**src/rtl/mem_test_pkg.sv**
```systemverilog
// Shared types and pattern helpers for the on-chip RAM tester.
// Pattern lanes are seed-relative word counters, optionally inverted.
package mem_test_pkg;

    localparam int ADDR_W_DEF = 6;
    localparam int DATA_W_DEF = 512;
    localparam int DEPTH      = 2 ** ADDR_W_DEF;
    localparam int LANES      = DATA_W_DEF / 32;

    typedef enum logic [2:0] {
        IDLE,
        WRITE,
        READ,
        DRAIN,
        FINISH
    } state_t;

    function automatic logic [31:0] pattern_lane(
        input logic [31:0] seed,
        input logic [31:0] addr,
        input int          lanes,
        input int          idx,
        input logic        inv
    );
        logic [31:0] v;
        v = seed + addr * 32'(lanes) + 32'(idx);
        return inv ? ~v : v;
    endfunction

    function automatic logic [DATA_W_DEF-1:0] pattern_word(
        input logic [31:0] seed,
        input logic [31:0] addr,
        input logic        inv
    );
        logic [DATA_W_DEF-1:0] w;
        w = '0;
        for (int i = 0; i < LANES; i++) begin
            w[i*32 +: 32] = pattern_lane(seed, addr, LANES, i, inv);
        end
        return w;
    endfunction

endpackage

```
**src/rtl/mem_test_expect_pipe.sv**
```systemverilog
// Delay line carrying {valid, addr, pass} of each read so the
// expected word can be rebuilt when the RAM returns its data.
module mem_test_expect_pipe #(
    parameter int LAT    = 1,
    parameter int ADDR_W = 6
) (
    input  logic              clk,
    input  logic              rst_n,
    input  logic              in_valid,
    input  logic [ADDR_W-1:0] in_addr,
    input  logic              in_pass,
    output logic              out_valid,
    output logic [ADDR_W-1:0] out_addr,
    output logic              out_pass
);

    logic [LAT-1:0]    v;
    logic [LAT-1:0]    p;
    logic [ADDR_W-1:0] a [LAT];

    // shift read tags one stage per cycle
    always_ff @(posedge clk or negedge rst_n) begin
        if (!rst_n) begin
            v <= '0;
            p <= '0;
            for (int i = 0; i < LAT; i++) begin
                a[i] <= '0;
            end
        end else begin
            v[0] <= in_valid;
            p[0] <= in_pass;
            a[0] <= in_addr;
            for (int i = 1; i < LAT; i++) begin
                v[i] <= v[i-1];
                p[i] <= p[i-1];
                a[i] <= a[i-1];
            end
        end
    end

    assign out_valid = v[LAT-1];
    assign out_pass  = p[LAT-1];
    assign out_addr  = a[LAT-1];

endmodule

```
**src/rtl/onchip_mem_tester.sv**
```systemverilog
// Two-pass write/read/compare tester for one on-chip RAM port.
// Bus outputs are registered from next-state values.
module onchip_mem_tester
    import mem_test_pkg::*;
#(
    parameter int ADDR_W       = 6,
    parameter int DATA_W       = 512,
    parameter int READ_LATENCY = 1
) (
    input  logic                clk_clk,
    input  logic                reset_reset_n,
    input  logic                start,
    input  logic [31:0]         seed,
    output logic                busy,
    output logic                done,
    output logic                pass,
    output logic [ADDR_W+1:0]   error_count,
    output logic [ADDR_W-1:0]   first_err_addr,
    output logic                first_err_pass,
    output logic [ADDR_W-1:0]   avm_address,
    output logic                avm_clken,
    output logic                avm_chipselect,
    output logic                avm_write,
    output logic [DATA_W-1:0]   avm_writedata,
    output logic [DATA_W/8-1:0] avm_byteenable,
    input  logic [DATA_W-1:0]   avm_readdata
);

    localparam int LANES_L = DATA_W / 32;
    localparam logic [ADDR_W-1:0] LAST_ADDR = ADDR_W'((2 ** ADDR_W) - 1);
    localparam logic [2:0] LAST_DRAIN = 3'(READ_LATENCY - 1);

    function automatic logic [DATA_W-1:0] make_word(
        input logic [31:0]       s,
        input logic [ADDR_W-1:0] a,
        input logic              inv
    );
        logic [DATA_W-1:0] w;
        w = '0;
        for (int i = 0; i < LANES_L; i++) begin
            w[i*32 +: 32] = pattern_lane(s, 32'(a), LANES_L, i, inv);
        end
        return w;
    endfunction

    state_t            state, state_n;
    logic [ADDR_W-1:0] addr, addr_n;
    logic              pass_idx, pass_idx_n;
    logic [2:0]        drain, drain_n;
    logic [31:0]       seed_q, seed_n;
    logic              accept;
    logic              have_err;
    logic              pv, pp;
    logic [ADDR_W-1:0] pa;
    logic              mismatch;
    logic [ADDR_W+1:0] err_n;

    assign accept = (state == IDLE) && start;
    assign seed_n = accept ? seed : seed_q;

    // next-state sequencing of write, read and drain phases
    always_comb begin
        state_n    = state;
        addr_n     = addr;
        pass_idx_n = pass_idx;
        drain_n    = drain;
        unique case (state)
            IDLE: begin
                if (start) begin
                    state_n    = WRITE;
                    addr_n     = '0;
                    pass_idx_n = 1'b0;
                end
            end
            WRITE: begin
                if (addr == LAST_ADDR) begin
                    state_n = READ;
                    addr_n  = '0;
                end else begin
                    addr_n = addr + 1'b1;
                end
            end
            READ: begin
                if (addr == LAST_ADDR) begin
                    state_n = DRAIN;
                    addr_n  = '0;
                    drain_n = '0;
                end else begin
                    addr_n = addr + 1'b1;
                end
            end
            DRAIN: begin
                if (drain == LAST_DRAIN) begin
                    if (pass_idx) begin
                        state_n = FINISH;
                    end else begin
                        state_n    = WRITE;
                        pass_idx_n = 1'b1;
                    end
                end else begin
                    drain_n = drain + 1'b1;
                end
            end
            FINISH: state_n = IDLE;
            default: state_n = IDLE;
        endcase
    end

    // sequencer state
    always_ff @(posedge clk_clk or negedge reset_reset_n) begin
        if (!reset_reset_n) begin
            state    <= IDLE;
            addr     <= '0;
            pass_idx <= 1'b0;
            drain    <= '0;
            seed_q   <= '0;
        end else begin
            state    <= state_n;
            addr     <= addr_n;
            pass_idx <= pass_idx_n;
            drain    <= drain_n;
            seed_q   <= seed_n;
        end
    end

    // registered bus command and status strobes
    always_ff @(posedge clk_clk or negedge reset_reset_n) begin
        if (!reset_reset_n) begin
            avm_chipselect <= 1'b0;
            avm_write      <= 1'b0;
            avm_address    <= '0;
            avm_writedata  <= '0;
            avm_byteenable <= '0;
            busy           <= 1'b0;
            done           <= 1'b0;
        end else begin
            avm_chipselect <= (state_n == WRITE) || (state_n == READ);
            avm_write      <= (state_n == WRITE);
            avm_address    <= addr_n;
            avm_writedata  <= (state_n == WRITE) ?
                              make_word(seed_n, addr_n, pass_idx_n) : '0;
            avm_byteenable <= {(DATA_W/8){(state_n == WRITE) ||
                                          (state_n == READ)}};
            busy           <= (state_n != IDLE);
            done           <= (state_n == FINISH);
        end
    end

    assign avm_clken = busy;

    mem_test_expect_pipe #(
        .LAT    (READ_LATENCY),
        .ADDR_W (ADDR_W)
    ) u_pipe (
        .clk       (clk_clk),
        .rst_n     (reset_reset_n),
        .in_valid  (state == READ),
        .in_addr   (addr),
        .in_pass   (pass_idx),
        .out_valid (pv),
        .out_addr  (pa),
        .out_pass  (pp)
    );

    assign mismatch = pv && (avm_readdata != make_word(seed_q, pa, pp));
    assign err_n    = accept ? '0 :
                      error_count + {{(ADDR_W+1){1'b0}}, mismatch};

    // error accounting and final verdict
    always_ff @(posedge clk_clk or negedge reset_reset_n) begin
        if (!reset_reset_n) begin
            error_count    <= '0;
            first_err_addr <= '0;
            first_err_pass <= 1'b0;
            have_err       <= 1'b0;
            pass           <= 1'b0;
        end else begin
            error_count <= err_n;
            if (accept) begin
                first_err_addr <= '0;
                first_err_pass <= 1'b0;
                have_err       <= 1'b0;
                pass           <= 1'b0;
            end else begin
                if (mismatch && !have_err) begin
                    first_err_addr <= pa;
                    first_err_pass <= pp;
                    have_err       <= 1'b1;
                end
                if (state_n == FINISH) begin
                    pass <= (err_n == '0);
                end
            end
        end
    end

endmodule

```
**config.mk**
```make
export PLATFORM = sky130hd
export DESIGN_NAME = onchip_mem_tester
export DESIGN_NICKNAME = d
export VERILOG_FILES = /design/src/rtl/mem_test_pkg.sv /design/src/rtl/mem_test_expect_pipe.sv /design/src/rtl/onchip_mem_tester.sv
export SDC_FILE = /design/constraint.sdc
export NUM_CORES = 2
export LEC_CHECK = 0
export ABC_AREA = 1
export CORE_AREA = 2 2 453 455
export DETAILED_ROUTE_END_ITERATION = 7
export DIE_AREA = 0 0 455 457
export GPL_TIMING_DRIVEN = 1
export PLACE_DENSITY = 0.5
export SYNTH_ARGS = -nofsm -noshare
export SYNTH_HDL_FRONTEND = slang
export SYNTH_SLANG_ARGS = --single-unit
```
**constraint.sdc**
```tcl
create_clock -name clk_clk -period 4.9 [get_ports clk_clk]
set_input_delay 1.47 -clock clk_clk [delete_from_list [all_inputs] [get_ports clk_clk]]
set_output_delay 1.47 -clock clk_clk [all_outputs]
set_load 0.03 [all_outputs]
```
==> run_results.csv <==
group,metric,value,unit
status,status,"complete, but fails checks",
status,violations,"setup timing",
timing,finalSetupViolations,7,
route,drt-initial-drc-count,5566,
critical_path,r2r_cells,44,
logic_synthesis,synth-simple-area-share,0.429,
finish,fill_cells,21500,
timing,slew_headroom,0.361,
placed_design,dp_slack,-1630,ps
clock_tree,cts_buffers,56,
placed_design,placed_cell_area,76300,µm²
logic_synthesis,yosys-mux-area-fraction,0.00219,
clock_tree,cts_max_level,2,
timing,hold_viol,0,
timing,period_needed,5470,ps
floorplanning,dieArea,208000,µm²
clock_tree,worstSkewPairLatency,650,ps
logic_synthesis,synth_edf_count,0,
clock_tree,clockBufferDepth,3,
floorplanning,io_pins,1150,
logic_synthesis,synth_top_area_share,0.303,
logic_synthesis,ys_ff_latch,552,
critical_path,critPathCaptureType,"flip-flop",
job,cap_viol_max_count,0,
logic_synthesis,yosysTopAreaCell,"dfrtp_1",
critical_path,worst-path-max-fanout,8,
logic_synthesis,synth.area.top_cells,"dfrtp_1 30%, nand2_1 24%, inv_1 8.7%",
finish,multi_input_area,29500,µm²
route,via_per_inst,4.64,
floorplanning,num_rows,166,
logic_synthesis,synth_xor_area_frac,0.0447,
floorplanning,core-area,203000,µm²
logic_synthesis,synthArstFlopShare,1.00,
timing,hold_slack,463,ps
critical_path,cp_top_family,"simple AND/OR/NAND/NOR gates",
clock_tree,numClockSinks,552,
logic_synthesis,yosysSeqAreaShare,0.303,
global_route,grt_max_degree,93,
worst_hold_path,worstHoldPathType,"reg -> reg",
finish,seq_area,13800,µm²
pwr,p_leak,43.9,nW
route,wl_per_cell,27.2,µm
global_route,antenna_found_initial,44,
logic_synthesis,synth.most_common_cell,"nand2_1",
placed_design,dp.cells,13100,
placed_design,hpwl,316,mm
placed_design,routabilityCongestion,1.04,
timing,rsz0062_at_grt,"true",
finish,nNetsFinal,11200,
critical_path,critPathSlowestCell,"dfrtp_1",
floorplanning,fp.dieW,455,µm
timing,max_freq,0.183,GHz
global_route,grt_pass1_wl,484,mm
finish,areaGrowthSynthToFinish,80.6,%
pwr,p_per_area,131,nW/µm²
timing,min_period_over_period,1.12,
critical_path,required,5480,ps
critical_path,arrival,6050,ps
logic_synthesis,ys_types,52,
finish,postLayoutCoreUtil,0.406,
critical_path,path_buf_inv,10,
placed_design,portBuffers,1149,
worst_hold_path,holdPathStages,0,
logic_synthesis,syn_avg_cell_area,5.96,µm²
finish,fin_cells,13300,
floorplanning,fp.dieH,457,µm
finish,fin_area,82500,µm²
logic_synthesis,synth_fp_nets,8258,
global_route,grt_pass1_vias,59900,
clock_tree,clk_pin_slew,70,ps
route,wl,363,mm
timing,drv_slew,0,
route,drc_errors,0,
timing,fin_ws,-570,ps
logic_synthesis,synthTopCellsByCount,"2949 x nand2_1, 1053 x inv_1, 830 x nor2_1",
pwr,ir_drop,0.255,mV
finish,drive_gt1_frac,0.277,
logic_synthesis,synthCells,7665,
timing,skew,29.7,ps
logic_synthesis,synth_fa_ha_area_frac,0.0129,
timing,tightestPinTransition,958,ps
clock_tree,clock-root-buffer,"clkbuf_16",
floorplanning,start_util,0.225,
critical_path,path_class,"reg -> reg",
clock_tree,cts_tree,"built",
critical_path,crit_cells,44,
logic_synthesis,yosysWarnings,0,
global_route,grt.total_usage,0.336,
critical_path,start_kind,"flip-flop",
critical_path,cpMostUsedCell,"nand2_4",
global_route,gr-total-overflow,0,
logic_synthesis,synth-compound-area-share,0.0827,
critical_path,max_stage_delay,390,ps
logic_synthesis,netlist_area,45700,µm²
route,vias,61900,
logic_synthesis,synth_top_family_by_area,"simple AND/OR/NAND/NOR gates",
logic_synthesis,ys.flop_type,"dfrtp_1",
route,ant_nets,0,
route,drt-pass1-iter-count,6,
## where the power goes
part           leakage (nW)  internal (W)  total, W  switching [W]
registers              7.49       0.00456   0.00456              0
clock network         0.952       0.00258   0.00462        0.00203
logic                  35.5      0.000747   0.00166       0.000913
## kinds of logic after synthesis
| family | Yosys count |
|---|---|
| mux | 10 |
| xor+xnor | 232 |
| fa+ha+maj | 46 |
| simple gates | 4707 |
| flops | 552 |
| compound gates | 728 |
| buf+inv | 1390 |
## final cells by class
cell class	count	share of cell area
repair buffers	3160	0.359
multi-input cells	5723	0.357
flip-flops and latches	552	0.168
inverters	1093	0.0505
well taps	2688	0.0408
clock buffers	80	0.0202
clock inverters	24	0.00343
diodes	20	0.000607
repair inverters	1	0.0000910
## final timing paths
check	to	from	slack, ps
min reg2reg	u_pipe.out_addr[4]	avm_address[4]	460
max reg2reg	pass	seed_q[4]	-570
min	u_pipe.out_addr[4]	avm_address[4]	460
min in group asynchronous	avm_writedata[167]	reset_reset_n	810
max	pass	seed_q[4]	-570
max in group asynchronous	avm_writedata[78]	reset_reset_n	3030
## through the flow
step / setup TNS [ps] / power, W
2_1_floorplan: -59870 / 0.00503
3_3_place_gp: -408170 / 0.00625
3_5_place_dp: -404950 / 0.00624
4_1_cts: -2580 / 0.0109
5_1_grt: -4500 / 0.0112
6_report: -2550 / 0.0108
## layout by cell type (no fill, tap or decap), types with 29 or more instances in the layout
cell type	count
nand2_1	2708
clkdlybuf4s50_1	1144
o21ai_0	302
nor2_1	641
nand3_2	58
xor2_1	161
dfrtp_1	547
nor2_4	133
a21oi_1	140
nand3b_1	95
inv_1	1005
buf_12	204
nand2_2	212
inv_2	58
nand3_4	31
nand4_1	93
xnor2_1	44
nand3_1	473
buf_4	1702
o21ai_1	189
nand2_4	53
ha_1	29
clkbuf_16	59
nor2_2	123
buf_6	92
## timing repair
item,in CTS,in global routing
pin swaps,125,189
endpoints found under the hold margin,0,0
gates cloned,3,5
hold buffers,0,0
setup buffers,59,54
resized for setup,444,404
endpoints found under the setup margin,346,279
## sequential cells by signal, summed over array words and instances, names as in the netlist
register / count
avm_address: 6
avm_byteenable: 1
avm_clken: 1
avm_write: 1
avm_writedata: 478
done: 1
drain: 3
error_count: 8
first_err_addr: 6
first_err_pass: 1
have_err: 1
pass: 1
pass_idx: 1
seed_q: 32
state: 3
u_pipe.out_addr: 6
u_pipe.out_pass: 1
u_pipe.out_valid: 1
## worst register-to-register path: cells and delay by family (launching register included)
kind	cells	cell delay, ps
AND/OR/NAND/NOR	29	2850
AO/OA/AOI/OAI	1	140
flip-flops	1	390
buffers and inverters	10	1120
adder cells (fa/ha/maj)	4	920
## layer usage
metal	share of wire	up-vias	global-route usage
met5	0.000047	-	0
met4	0.055	2	0.151
met3	0.066	454	0.0495
met2	0.47	2414	0.564
met1	0.41	29700	0.423
li1	-	29400	-
No activity file was read; power rests on OpenSTA's default activity.
